`src/rtl/dnn_rd_req_gen.sv`:
```
// Strided read-request generator: walks a (base, stride, loops, size) descriptor and emits
// read requests split at MAX_BURST beats and at 4 KB boundaries, then pulses done.
module dnn_rd_req_gen #(
  parameter int unsigned ADDR_W        = 32,
  parameter int unsigned AXI_DATA_W    = 64,
  parameter int unsigned TX_SIZE_WIDTH = 10,
  parameter int unsigned RD_LOOP_W     = 32,
  parameter int unsigned MAX_BURST     = 64
) (
  input  logic                     clk,
  input  logic                     reset,
  input  logic                     desc_valid,
  output logic                     desc_ready,
  input  logic [ADDR_W-1:0]        desc_base_addr,
  input  logic [ADDR_W-1:0]        desc_stride,
  input  logic [RD_LOOP_W-1:0]     desc_loop_count,
  input  logic [TX_SIZE_WIDTH-1:0] desc_tx_size,
  output logic                     rd_req,
  input  logic                     rd_ready,
  output logic [ADDR_W-1:0]        rd_addr,
  output logic [TX_SIZE_WIDTH-1:0] rd_req_size,
  output logic                     busy,
  output logic                     done
);

  localparam int unsigned BEAT_BYTES = AXI_DATA_W / 8;
  localparam int unsigned BEAT_SHIFT = $clog2(BEAT_BYTES);

  typedef enum logic [1:0] {IDLE, ISSUE, DONE} state_t;

  state_t                   state;
  logic [ADDR_W-1:0]        cur_addr;
  logic [ADDR_W-1:0]        iter_addr;
  logic [ADDR_W-1:0]        stride_q;
  logic [TX_SIZE_WIDTH-1:0] tx_size_q;
  logic [TX_SIZE_WIDTH-1:0] beats_left;
  logic [RD_LOOP_W-1:0]     loops_left;
  logic [TX_SIZE_WIDTH-1:0] size_q;

  logic [TX_SIZE_WIDTH-1:0] beats_rem;
  logic [ADDR_W-1:0]        next_addr;
  logic [ADDR_W-1:0]        iter_next;
  logic [ADDR_W-1:0]        base_aligned;

  // Beats to issue at addr: limited by remaining beats, MAX_BURST and the 4 KB page end.
  // A misaligned stride could leave less than one beat of room; clamp to 1 so progress is guaranteed.
  function automatic logic [TX_SIZE_WIDTH-1:0] chunk_of(input logic [ADDR_W-1:0] addr,
                                                        input logic [TX_SIZE_WIDTH-1:0] beats);
    int unsigned c;
    int unsigned room;
    c    = 32'(beats);
    room = (32'd4096 - 32'(addr[11:0])) / BEAT_BYTES;
    if (c > MAX_BURST) c = MAX_BURST;
    if (c > room) c = room;
    if (c == 0) c = 1;
    return TX_SIZE_WIDTH'(c);
  endfunction

  always_comb begin
    beats_rem    = beats_left - size_q;
    next_addr    = cur_addr + (ADDR_W'(size_q) << BEAT_SHIFT);
    iter_next    = iter_addr + stride_q;
    base_aligned = desc_base_addr & ~ADDR_W'(BEAT_BYTES - 1);
  end

  // The next request's size is precomputed at each handshake so splits and iteration
  // changes present a new registered request on the very next cycle.
  always_ff @(posedge clk) begin
    if (reset) begin
      state      <= IDLE;
      cur_addr   <= '0;
      iter_addr  <= '0;
      stride_q   <= '0;
      tx_size_q  <= '0;
      beats_left <= '0;
      loops_left <= '0;
      size_q     <= '0;
    end else begin
      case (state)
        IDLE: begin
          size_q <= '0;
          if (desc_valid) begin
            cur_addr   <= base_aligned;
            iter_addr  <= base_aligned;
            stride_q   <= desc_stride;
            tx_size_q  <= desc_tx_size;
            beats_left <= desc_tx_size;
            loops_left <= desc_loop_count;
            if (desc_loop_count == '0 || desc_tx_size == '0) begin
              state <= DONE;
            end else begin
              size_q <= chunk_of(base_aligned, desc_tx_size);
              state  <= ISSUE;
            end
          end
        end
        ISSUE: begin
          if (rd_ready) begin
            if (beats_rem == '0) begin
              loops_left <= loops_left - 1'b1;
              if (loops_left == RD_LOOP_W'(1)) begin
                beats_left <= '0;
                size_q     <= '0;
                state      <= DONE;
              end else begin
                iter_addr  <= iter_next;
                cur_addr   <= iter_next;
                beats_left <= tx_size_q;
                size_q     <= chunk_of(iter_next, tx_size_q);
              end
            end else begin
              cur_addr   <= next_addr;
              beats_left <= beats_rem;
              size_q     <= chunk_of(next_addr, beats_rem);
            end
          end
        end
        DONE: begin
          size_q <= '0;
          state  <= IDLE;
        end
        default: state <= IDLE;
      endcase
    end
  end

  assign desc_ready  = (state == IDLE);
  assign rd_req      = (state == ISSUE);
  assign busy        = (state != IDLE);
  assign done        = (state == DONE);
  assign rd_addr     = cur_addr;
  assign rd_req_size = size_q;

endmodule

```
`config.mk`:
```
export PLATFORM = sky130hd
export DESIGN_NAME = dnn_rd_req_gen
export DESIGN_NICKNAME = d
export VERILOG_FILES = /design/src/rtl/dnn_rd_req_gen.sv
export SDC_FILE = /design/constraint.sdc
export NUM_CORES = 1
export LEC_CHECK = 0
export ABC_CLOCK_PERIOD_IN_PS = 7900
export BUFFER_PORTS_ARGS = -buffer_cell sky130_fd_sc_hd__buf_2
export CORE_UTILIZATION = 40
export DETAILED_ROUTE_END_ITERATION = 10
export GPL_ROUTABILITY_DRIVEN = 1
export GPL_TIMING_DRIVEN = 1
export PLACE_DENSITY = 0.58
export SETUP_SLACK_MARGIN = 0.15
export SLEW_MARGIN = 25
export SYNTH_ARGS = -nofsm -noshare
export SYNTH_HDL_FRONTEND = slang
export SYNTH_SLANG_ARGS = --single-unit
export TNS_END_PERCENT = 50
```
`constraint.sdc`:
```
create_clock -name clk -period 7.9 [get_ports clk]
set_input_delay 0.79 -clock clk [delete_from_list [all_inputs] [get_ports clk]]
set_output_delay 0.79 -clock clk [all_outputs]
set_load 0.01 [all_outputs]
```
# [Word level (Yosys, flattened, before mapping)]
# Index checks and enable logic that the tools add are counted.
[word_totals] output_inout_bits=46 regBits=160 input_bits=110
[classes] addsub=7 reduce_logical=18 n_eq_ne=9 magnitude_cmp=6 mux=64
[op_table] operator="32-bit two-way mux" n=38
[op_table] operator="32-bit one-hot mux with 2 select lines" n=3
[op_table] operator="10-bit two-way mux" n=15
[op_table] operator="32-bit zero test" n=4
[op_table] operator="32-bit by 29-bit greater-than comparator with 1-bit output" n=3
[op_table] operator="13-bit by 12-bit subtractor with 14-bit output (first input constant)" n=3
[op_table] operator="32-bit by 13-bit adder with 32-bit output" n=1
[op_table] operator="32-bit adder" n=1
[op_table] operator="32-bit by 1-bit == test with 1-bit output (second input constant)" n=1
[op_table] operator="32-bit by 1-bit subtractor with 32-bit output (second input constant)" n=1
[op_table] operator="10-bit by 7-bit greater-than comparator with 1-bit output (second input constant)" n=3
[op_table] operator="10-bit one-hot mux with 3 select lines" n=1
[op_table] operator="10-bit zero test" n=2
[op_table] operator="10-bit one-hot mux with 2 select lines" n=1
[op_table] operator="4-bit AND reduction" n=3
[op_table] operator="2-bit two-way mux" n=5
[op_table] operator="10-bit subtractor" n=1
[op_table] operator="2-bit by 1-bit inequality test with 1-bit output (second input constant)" n=3
[op_table] operator="5-bit AND reduction" n=1
[op_table] operator="2-bit inequality test (second input constant)" n=2
[op_table] operator="2-bit one-hot mux with 2 select lines" n=1
[op_table] operator="2-bit AND reduction" n=2
[op_table] operator="2-bit nonzero test" n=2
[op_table] operator="3-bit inequality test (second input constant)" n=1
[op_table] operator="other kinds (6)" n=6

# [Logic depth before layout (Yosys ltp)]
# Gate-level depths: netlist of run 1.
[logic_depth] depth_word=20 ltp_mapped=22

# [Worst setup path after synthesis of run 1]
# No wires, ideal clock.
[synth_timing] kind="reg-to-reg" start="register iter_addr[0]" end="register size_q[3] (netlist: rd_req_size[3])" setup_ns=0.119 path_stages_with_launch=22 synth_period_minus_slack_ns=4.737 slack_ns=3.163 n_path_buf=0 t_arrival_ns=4.618 cell_sequence="dfxtp_1 ha_1 inv_1 fa_1 xnor2_1 nor3b_1 o21ai_0 nor3_2 or4b_1 nand2b_1 nor2_1 nand2_1 ha_1 and4_1 nand4_1 o221ai_1 a21o_1 a2111o_1 a22o_1 o21ai_2 nor2_1 o221a_1"
[synth_between] elab_chain_len=15
[synth_lines] item="start, declared" line="33" source="logic [ADDR_W-1:0] iter_addr;"
[synth_lines] item="start signal, assigned" line="84" source="iter_addr <= base_aligned;"
[synth_lines] item="start signal, assigned" line="106" source="iter_addr <= iter_next;"
[synth_lines] item="32-bit adder (*)" line="62" source="iter_next = iter_addr + stride_q;"
[synth_lines] item="13-bit by 12-bit subtractor with 14-bit output (*)" line="52" source="room = (32'd4096 - 32'(addr[11:0])) / BEAT_BYTES;"
[synth_lines] item="32-bit by 29-bit greater-than comparator with 1-bit output" line="54" source="if (c > room) c = room;"
[synth_lines] item="32-bit two-way mux (*)" line="54"
[synth_lines] item="32-bit two-way mux (*)" line="101" source="if (loops_left == RD_LOOP_W'(1)) begin"
[synth_lines] item="32-bit two-way mux (*)" line="99" source="if (beats_rem == '0) begin"
[synth_lines] item="32-bit two-way mux (*)" line="98" source="if (rd_ready) begin"
[synth_lines] item="32-bit two-way mux (*)" line="79" source="case (state)"
[synth_lines] item="32-bit two-way mux (*)" line="69" source="if (reset) begin"
[synth_lines] item="32-bit zero test" line="55" source="if (c == 0) c = 1;"
[synth_lines] item="10-bit two-way mux (*)" line="55"
[synth_lines] item="10-bit two-way mux (*)" line="101"
[synth_lines] item="10-bit two-way mux (*)" line="99"
[synth_lines] item="10-bit two-way mux (*)" line="98"
[synth_lines] item="10-bit one-hot mux with 3 select lines (*)" line="79"
[synth_lines] item="end signal, assigned" line="92" source="size_q <= chunk_of(base_aligned, desc_tx_size);"
[synth_lines] item="end signal, assigned" line="109" source="size_q <= chunk_of(iter_next, tx_size_q);"
[synth_lines] item="end signal, assigned" line="114" source="size_q <= chunk_of(next_addr, beats_rem);"
[synth_lines] item="end, declared" line="38" source="logic [TX_SIZE_WIDTH-1:0] size_q;"
# Every way passes the cells marked *; elsewhere a longest branch is shown, timed or not. The select of a mux whose other input is x is not followed.
# A chain may end at the register's enable or synchronous reset.

# [Worst setup path after layout of run 1]
[layout_timing] start="register iter_addr[0]" end="register size_q[6] (netlist: rd_req_size[6])"
# Same word-level chain as after synthesis.

==> results of run 1 <==
-- critical path: cells and delay by family (launching register included) --
kind                     cells  cell delay [ns]
AO/OA/AOI/OAI                8             2.02
XOR/XNOR                     1             0.18
adder cells (fa/ha/maj)      3             0.95
buffers and inverters        1             0.06
flip-flops                   1             0.34
AND/OR/NAND/NOR              8             1.86
-- registers in the layout, indices dropped and copies added, names as in the netlist --
register	cells
beats_left	10
iter_addr	32
loops_left	32
rd_addr	32
rd_req_size	10
state	2
stride_q	32
tx_size_q	10
-- worst paths after layout --
kind,start,endpoint,slack [ns],depth (start not counted)
max,iter_addr[0]$_SDFFE_PP0P_,rd_req_size[6]$_SDFFE_PP0P_,2.33,21
min,stride_q[9]$_SDFFE_PP0P_,stride_q[9]$_SDFFE_PP0P_,0.46,2
max reg2reg,iter_addr[0]$_SDFFE_PP0P_,rd_req_size[6]$_SDFFE_PP0P_,2.33,21
min reg2reg,stride_q[9]$_SDFFE_PP0P_,stride_q[9]$_SDFFE_PP0P_,0.46,2
-- synth_stat cells, types with 12 or more instances --
master	number
a211oi_1	62
a21o_1	31
a21oi_1	159
a311oi_1	13
a31oi_1	21
and2_1	18
buf_2	18
clkbuf_1	55
dfxtp_1	160
ha_1	87
inv_1	44
mux2i_1	21
nand2_1	227
nand2b_1	18
nand3_1	33
nand4_1	14
nor2_1	184
nor2b_1	27
nor3_1	45
nor4_1	20
o211ai_1	18
o21a_1	25
o21ai_0	58
o22ai_1	12
or3_1	16
xnor2_1	41
xor2_1	24
-- kinds of logic after synthesis --
| group | share of synthesized area |
|---|---|
| AOI/OAI and AO/OA | 0.276 |
| xor gates and xnor gates | 0.0468 |
| adders and majority gates | 0.0944 |
| buffers and inverters | 0.0438 |
| DFF | 0.263 |
| muxes | 0.0210 |
| other | 0.000308 |
| and+or+nand+nor | 0.254 |
-- report_power, final --
part	internal, mW	total, mW	switching (mW)
logic	1.44	3.90	2.46
clock network	0.544	0.930	0.385
registers	1.08	1.35	0.271
-- per-layer routing --
layer,part of all wire,routed length [µm],track usage
met4,0.020,807,0.0779
met2,0.45,18500,0.423
met5,0,0,0
met3,0.055,2240,0.0411
met1,0.47,19200,0.354
-- cell type report --
cell class | count | share of cell area
sequential | 160 | 0.231
clock inverter | 14 | 0.0147
inverter | 45 | 0.0122
clock buffer | 18 | 0.0316
tap | 390 | 0.0352
timing repair buffer | 165 | 0.0635
multi-input combinational | 1351 | 0.612
-- metrics by stage --
| stage | cells | utilization |
|---|---|---|
| after floorplan | 1640 | - |
| after global placement | 2110 | 0.443 |
| after detailed placement | 2110 | 0.443 |
| after CTS | 2142 | 0.465 |
| after global routing | 2143 | 0.466 |
| final | 2143 | 0.466 |
==> impl_metrics.py, run 1 <==
metrics = {
    "sta": {
        "setup_viol": 0,
        "hold_ws_ns": 0.462,
        "clock.fmax_ghz": 0.179,
        "finClkSkew_ns": 0.0135,
        "hold_viol_final": 0,
        "worst_pin_slew_ns": 1.03,
        "min_period_ns": 5.57,
        "setup_tns_ns": 0,
        "rsz0062_at_grt": "no",
        "fin_crit_sh": 0.706,
        "drv_slew": 0,
        "worst_slew_margin_rel": 0.313,
        "setup_ws_ns": 2.33,
    },
    "synth": {
        "synth.avg_cell_area_um2": 7.45,
        "ys_warn_count": 0,
        "synth_top_area_frac": 0.263,
        "async_flop_share": 0,
        "ys_seq_area_frac": 0.263,
        "yosys.cell_types.count": 85,
        "ys_top_cells_by_area": "dfxtp_1 26%, ha_1 9.0%, nand2_1 7.0%",
        "ys_seq_elements": 160,
        "synth-edff-count": 0,
        "synth.cell_area_mm2": 0.0122,
        "syn_inst": 1632,
        "synth_largest_area_cell": "dfxtp_1",
        "ys.flop_type": "dfxtp_1",
    },
    "worst_setup_path": {
        "cp_common_cell": "ha_1",
        "cp_cell_sequence": "ha_1 > inv_1 > fa_1 > xnor2_1 > nor3b_1 > o21ai_0 > nor3_2 > or4b_1 > nand2b_1 > nor2_1 > nand2_1 > ha_1 > and4_1 > nand4_1 > o221ai_1 > a21o_1 > a2111o_1 > a22o_1 > o21ai_2 > o211a_1 > a211oi_1",
        "arrival_ns": 5.86,
        "crit_type": "reg2reg",
        "crit_path_end_kind": "flop",
        "crit_slowest_cell": "or4b_1",
        "cp.required_ns": 8.19,
        "critPathMaxFanout": 16,
        "cp-start-kind": "flop",
        "critPathMaxStageDelay_ns": 0.55,
    },
    "floorplanning": {
        "die_area_mm2": 0.0311,
        "die_y_um": 176,
        "ios": 156,
        "core_area_mm2": 0.0298,
        "rows": 63,
        "initial_core_util": 0.408,
        "die-width_um": 176,
    },
    "drt": {
        "vias_per_cell": 5.81,
        "drtIter0Drc": 981,
        "drcViolationCount": 0,
        "wirelength_um": 40700,
        "wire_per_inst_um": 19.0,
        "drtAntennaViolNets": 0,
        "vias": 12400,
        "first_pass_iters": 5,
    },
    "cells_and_area": {
        "multi_input_area_mm2": 0.00850,
        "ff_latch_area_mm2": 0.00320,
        "fin_area_mm2": 0.0139,
        "antenna-diode-count": 0,
        "syn2layout_area_growth_pct": 14.1,
        "fillers": 3040,
        "nets": 1940,
        "final_cell_mix": "227 x nand2_1, 184 x nor2_1, 160 x dfxtp_1, 159 x a21oi_1, 151 x buf_2",
        "final_layout_size_suffix_gt1_frac": 0.137,
        "final_common_cell": "nand2_1",
    },
    "placed_design": {
        "portBuffers": 152,
        "detailed_place_hpwl_um": 29600,
        "gp_congestion": 0.929,
        "preCtsSetupSlack_ns": 2.40,
        "dpl-instance-area_mm2": 0.0132,
    },
    "cts": {
        "cts_tree": "built",
        "cts_hold_buf": 0,
        "path_clk_slew_ns": 0.07,
        "cts.path.max_buffers": 2,
        "clkSinkCount": 160,
        "cts_max_level": 4,
        "post_cts_buffers": 0,
        "root_buffer": "clkbuf_16",
        "cts.repair.resized": 0,
        "cts_buffers": 17,
        "clock_latency_ns": 0.45,
    },
    "power_and_ir_drop": {
        "power.density_mw_per_mm2": 445,
        "leakagePower_nw": 5.73,
        "finalPower_mw": 6.17,
        "ir_worst_vdd_uv": 234,
    },
    "grt": {
        "antenna_found_initial": 0,
        "overflow": 0,
        "grt_pass1_wl_um": 63500,
        "grt_max_degree": 87,
        "grt_pass1_vias": 11700,
        "track_usage": 0.261,
    },
    "min_path": {
        "min_path_type": "reg2reg",
    },
    "run": {
        "cap_violations": 0,
    },
    "run_status": {
        "status": "completed",
    },
}
No activity file was read; power rests on OpenSTA's default activity.
==> inputs of run 2 (changes only) <==
- ABC_CLOCK_PERIOD_IN_PS: 7900 -> 5000
- PLACE_DENSITY: 0.58 -> 0.6
- clock period: 7.9 -> 5 ns (I/O delays scaled with it)
==> run 2 against run 1 <==
Non-clock buffer count increased by 47. Setup slack worse by 2.1 ns. Clock skew is essentially flat. Power increased by 66%. Register-to-register slack worse by 2.1 ns. Cell area increased by 3.9%. Largest power group unchanged.
==> impl_metrics.py, run 2 (same netlist as run 1, synthesis figures left out) <==
metrics = {
    "cts": {
        "clock_latency_ns": 0.44,
        "cts.path.max_buffers": 2,
        "cts_buffers": 17,
        "cts_tree": "built",
        "clkSinkCount": 160,
        "cts_max_level": 4,
        "root_buffer": "clkbuf_16",
        "path_clk_slew_ns": 0.07,
    },
    "cells_and_area": {
        "nets": 1987,
        "final_cell_mix": "226 x nand2_1, 181 x nor2_1, 158 x a21oi_1, 158 x dfxtp_1, 151 x buf_2",
        "syn2layout_area_growth_pct": 18.6,
        "instances_no_fill": 2190,
        "final_layout_size_suffix_gt1_frac": 0.175,
        "final_common_cell": "nand2_1",
        "fin_util": 0.484,
    },
    "grt": {
        "grt_pass1_wl_um": 65200,
        "grt_pass1_vias": 12000,
        "antenna_found_initial": 1,
        "grt_max_degree": 93,
        "track_usage": 0.267,
        "overflow": 0,
    },
    "power_and_ir_drop": {
        "ir_worst_vdd_uv": 327,
        "combPwrFrac": 0.658,
        "p_int_mw": 5.13,
        "power.clock.fraction": 0.135,
        "p_sw_mw": 5.11,
        "seq_power_share": 0.208,
        "sw_frac_of_total": 0.499,
        "leakagePower_nw": 5.99,
        "power.density_mw_per_mm2": 710,
        "finalPower_mw": 10.2,
    },
    "min_path": {
        "min_path_type": "in2reg",
        "min_to": "stride_q[20]$_SDFFE_PP0P_",
        "hold-path-cell-count": 3,
        "hp-start": "desc_stride[20]",
    },
    "worst_setup_path": {
        "reg2reg_from": "stride_q[0]$_SDFFE_PP0P_",
        "cp.required_ns": 5.29,
        "rr_endpoint": "rd_req_size[1]$_SDFFE_PP0P_",
        "cp-start-kind": "flop",
        "r2r_slack_ns": 0.27,
        "critPathMaxFanout": 5,
        "crit_path_end_kind": "flop",
        "crit_type": "reg2reg",
        "reg2reg_depth": 22,
        "arrival_ns": 5.01,
    },
    "run_status": {
        "status": "completed",
    },
    "sta": {
        "hold_viol_final": 0,
        "drv_slew": 0,
        "finClkSkew_ns": 0.0137,
        "clock.fmax_ghz": 0.212,
        "worst_slew_margin_rel": 0.418,
        "fin_crit_sh": 0.945,
        "setup_viol": 0,
        "rsz0062_at_grt": "yes",
        "min_period_ns": 4.73,
        "worst_pin_slew_ns": 0.873,
    },
    "floorplanning": {
        "die-width_um": 176,
        "die_area_mm2": 0.0311,
        "rows": 63,
        "die_y_um": 176,
        "core_area_mm2": 0.0298,
        "ios": 156,
        "initial_core_util": 0.408,
    },
    "drt": {
        "drtAntennaViolNets": 0,
        "vias_per_cell": 5.86,
        "wirelength_um": 41900,
        "wire_per_inst_um": 19.1,
        "drtIter0Drc": 970,
        "vias": 12800,
        "first_pass_iters": 5,
        "drcViolationCount": 0,
    },
    "run": {
        "cap_violations": 0,
    },
    "placed_design": {
        "dp_cells": 2147,
        "portBuffers": 152,
        "gp_congestion": 0.938,
        "detailed_place_hpwl_um": 31000,
    },
}
-- run 2: cell count changes in the layout (fill, tap and decap cells not counted), sizes merged --
cell,change
diode,+1
bufinv,-1
inv,-4
clkbuf,+4
buf,+47
-- run 2: how the worst max path moves through the flow --
stage | start | slack (ns) | to
2_1_floorplan | iter_addr[0]$_SDFFE_PP0P_ | 0.26 | rd_req_size[3]$_SDFFE_PP0P_
3_3_place_gp | iter_addr[0]$_SDFFE_PP0P_ | 0.06 | rd_req_size[6]$_SDFFE_PP0P_
3_5_place_dp | stride_q[0]$_SDFFE_PP0P_ | -0.002 | rd_req_size[3]$_SDFFE_PP0P_
4_1_cts | stride_q[0]$_SDFFE_PP0P_ | 0.18 | rd_req_size[6]$_SDFFE_PP0P_
5_1_grt | rd_req_size[1]$_SDFFE_PP0P_ | 0.11 | rd_req_size[8]$_SDFFE_PP0P_
6_report | stride_q[0]$_SDFFE_PP0P_ | 0.27 | rd_req_size[1]$_SDFFE_PP0P_
-- run 2: through the flow --
stage	cell area [µm²]	setup WS [ns]	TNS, ns	hold slack (ns)
after global placement	13500	0.0567	0	0.449
after floorplan	12200	0.263	0	0.440
after detailed placement	13500	-0.00220	-0.00220	0.454
after CTS	14200	0.180	0	0.281
after global routing	14400	0.114	0	0.287
final	14400	0.275	0	0.289
-- run 2: layout make-up --
class	count	area [µm²]
Tap cell	390	488
Fill cell	3075	15400
Timing Repair Buffer	212	1240
Inverter	45	169
Multi-Input combinational cell	1351	8720
Clock buffer	22	464
Clock inverter	9	133
Sequential cell	160	3210
Antenna cell	1	2.50
-- run 2: routing by layer --
metal	routed length, µm	track usage	up-vias
li1	-	-	6257
met1	19000	0.359	6093
met2	19200	0.436	426
met3	2710	0.0390	61
met4	977	0.0866	0
met5	0	0	-
-- run 2: critical path: stages (launching register included) --
cell	delay, ns
dfxtp_2	0.36
ha_4	0.14
inv_2	0.04
fa_2	0.39
buf_6	0.14
nor2b_4	0.13
o2111ai_4	0.16
a31oi_4	0.25
xnor2_2	0.12
or4b_4	0.51
nand2b_4	0.18
nor2_4	0.15
nand2_1	0.10
ha_4	0.27
and4_1	0.15
nand4_1	0.10
o221ai_2	0.10
a21o_1	0.19
a2111o_1	0.37
a22o_1	0.26
o21ai_4	0.25
o21a_1	0.18
a211oi_1	0.05
-- run 2: timing repair --
item,in CTS,in global routing
setup buffers,4,7
setup endpoints to repair,6,10
hold buffers,0,0
pin swaps,3,21
resized for setup,7,41
endpoints found under the hold margin,0,0
-- run 2: power by group through the flow --
stage | combinational, mW | sequential [mW] | clock [mW]
final | 6.74 | 2.13 | 1.38
after global routing | 7.40 | 2.18 | 1.45
after CTS | 6.44 | 2.11 | 1.40
after detailed placement | 6.35 | 2.14 | 0
after global placement | 6.27 | 2.13 | 0
after floorplan | 4.53 | 2.06 | 0
==> inputs of run 3 (changes only) <==
- CTS_BUF_LIST: default -> sky130_fd_sc_hd__clkbuf_8
==> run 3 against run 2 <==
Critical path type unchanged. Non-clock buffer count rose by 2. Die area did not move. Via count down 0.12%. Final cell count about the same. Flip-flop and latch count stayed put.
==> impl_metrics.py, run 3 (same netlist as run 1, synthesis figures left out) <==
metrics = {
    "floorplanning": {
        "die_area_mm2": 0.0311,
        "core_area_mm2": 0.0298,
        "initial_core_util": 0.408,
        "die-width_um": 176,
        "die_y_um": 176,
        "rows": 63,
        "ios": 156,
    },
    "min_path": {
        "min_to": "stride_q[20]$_SDFFE_PP0P_",
        "hp-start": "desc_stride[20]",
        "hold-path-cell-count": 3,
        "min_path_type": "in2reg",
    },
    "drt": {
        "first_pass_iters": 6,
        "drtAntennaViolNets": 0,
        "wire_per_inst_um": 19.1,
        "wirelength_um": 41800,
        "drtIter0Drc": 1122,
        "drcViolationCount": 0,
        "vias_per_cell": 5.85,
        "vias": 12800,
    },
    "cts": {
        "cts_max_level": 4,
        "root_buffer": "clkbuf_8",
        "clkSinkCount": 160,
        "cts.path.max_buffers": 2,
        "cts_tree": "built",
        "path_clk_slew_ns": 0.10,
        "cts_hold_buf": 0,
        "clock_latency_ns": 0.48,
        "cts_buffers": 17,
    },
    "grt": {
        "grt_pass1_vias": 11900,
        "antenna_found_initial": 1,
        "grt_max_degree": 93,
        "overflow": 0,
        "track_usage": 0.266,
        "grt_pass1_wl_um": 65000,
    },
    "worst_setup_path": {
        "critPathBufInv": 2,
        "arrival_ns": 5.03,
        "cp_common_cell": "o21ai_1",
        "crit_slowest_cell": "or4b_4",
        "rr_endpoint": "rd_req_size[1]$_SDFFE_PP0P_",
        "path_delay_family": "compound AO/OA/AOI/OAI gates",
        "cp.required_ns": 5.32,
        "reg2reg_from": "stride_q[0]$_SDFFE_PP0P_",
        "cp-start-kind": "flop",
        "reg2reg_depth": 20,
        "crit_type": "reg2reg",
        "r2r_slack_ns": 0.29,
        "crit_path_end_kind": "flop",
        "cp_cell_sequence": "ha_4 > inv_2 > fa_2 > nand2b_4 > a211o_1 > a21oi_2 > a31oi_2 > or4b_4 > buf_6 > xor2_2 > ha_1 > o21ai_1 > o21ai_1 > o221ai_2 > a21o_1 > a2111o_1 > a22o_1 > o21ai_4 > o21a_1 > a211oi_1",
        "critPathMaxStageDelay_ns": 0.58,
        "critPathMaxFanout": 5,
    },
    "sta": {
        "worst_pin_slew_ns": 0.885,
        "hold_viol_final": 0,
        "clock.fmax_ghz": 0.213,
        "worst_slew_margin_rel": 0.410,
        "drv_slew": 0,
        "setup_viol": 0,
        "min_period_ns": 4.71,
        "finClkSkew_ns": 0.0178,
        "fin_crit_sh": 0.941,
        "rsz0062_at_grt": "yes",
        "setup_tns_ns": 0,
        "setup_ws_ns": 0.294,
    },
    "power_and_ir_drop": {
        "sw_frac_of_total": 0.512,
        "leakagePower_nw": 5.93,
        "ir_worst_vdd_uv": 279,
        "power.clock.fraction": 0.105,
        "seq_power_share": 0.214,
        "p_int_mw": 4.84,
        "combPwrFrac": 0.681,
        "p_sw_mw": 5.08,
        "power.density_mw_per_mm2": 698,
    },
    "placed_design": {
        "gp_congestion": 0.938,
        "detailed_place_hpwl_um": 31000,
        "preCtsSetupSlack_ns": -0.00220,
        "dp_cells": 2147,
        "portBuffers": 152,
    },
    "cells_and_area": {
        "final_layout_size_suffix_gt1_frac": 0.174,
        "instances_no_fill": 2192,
        "ff_latch_area_mm2": 0.00321,
        "nets": 1989,
        "fin_util": 0.477,
        "final_cell_mix": "226 x nand2_1, 181 x nor2_1, 158 x a21oi_1, 158 x dfxtp_1, 151 x buf_2",
        "final_common_cell": "nand2_1",
        "syn2layout_area_growth_pct": 16.9,
        "multi_input_area_mm2": 0.00868,
        "fillers": 3114,
    },
    "run": {
        "cap_violations": 0,
    },
    "run_status": {
        "status": "completed",
    },
}
==> run 3: cell count changes in the layout (fill, tap and decap cells not counted), sizes merged <==
cell / previous run / this run
clkbuf: 22 / 19
inv: 46 / 49
buf: 212 / 214
==> run 3: worst max-delay path by stage <==
stage | startpoint | to | slack (ns) | cells after the start
after floorplan | iter_addr[0]$_SDFFE_PP0P_ | rd_req_size[3]$_SDFFE_PP0P_ | 0.26 | 21
after global placement | iter_addr[0]$_SDFFE_PP0P_ | rd_req_size[6]$_SDFFE_PP0P_ | 0.06 | 21
after detailed placement | stride_q[0]$_SDFFE_PP0P_ | rd_req_size[3]$_SDFFE_PP0P_ | -0.002 | 21
after CTS | stride_q[0]$_SDFFE_PP0P_ | rd_req_size[6]$_SDFFE_PP0P_ | 0.15 | 20
after global routing | rd_req_size[1]$_SDFFE_PP0P_ | rd_req_size[8]$_SDFFE_PP0P_ | 0.11 | 18
final | stride_q[0]$_SDFFE_PP0P_ | rd_req_size[1]$_SDFFE_PP0P_ | 0.29 | 20
==> run 3: what timing repair did <==
action	CTS	global route
pin swaps	3	20
gates resized for setup	7	34
setup endpoints to repair	6	10
endpoints found under the hold margin	0	0
setup buffers	6	7
==> run 3: metrics by stage <==
stage	power, mW	hold WS [ns]	area (µm²)
6_report	9.93	0.248	14200
5_1_grt	10.7	0.238	14200
4_1_cts	9.61	0.236	14000
3_5_place_dp	8.49	0.454	13500
3_3_place_gp	8.41	0.449	13500
2_1_floorplan	6.59	0.440	12200
==> run 3: tightest hold or removal path, cell delays in order <==
cell and delay [ns]:
buf_2 0.09, nand2_1 0.04, a21oi_1 0.05
==> run 3: routing by layer <==
metal	share of wire	wire, µm	vias to the layer above	GRT usage
li1	-	-	6248	-
met1	0.45	19000	6018	0.358
met2	0.46	19100	488	0.437
met3	0.068	2850	67	0.0383
met4	0.022	912	0	0.0797
met5	0	0	-	0
==> run 3: final cells by class <==
| cell class | instances | share of cell area |
|---|---|---|
| Antenna cell | 1 | 0.000176 |
| Clock buffer | 19 | 0.0184 |
| Clock inverter | 12 | 0.0101 |
| Inverter | 45 | 0.0119 |
| Multi-Input combinational cell | 1351 | 0.611 |
| Sequential cell | 160 | 0.225 |
| Tap cell | 390 | 0.0343 |
| Timing Repair Buffer | 214 | 0.0890 |
==> run 3: power groups by stage <==
stage	Combinational [mW]	Clock, mW	Sequential (mW)
floorplan	4.53	0	2.06
global placement	6.27	0	2.13
detailed placement	6.35	0	2.14
CTS	6.44	1.05	2.11
global route	7.42	1.10	2.18
finish	6.76	1.04	2.12
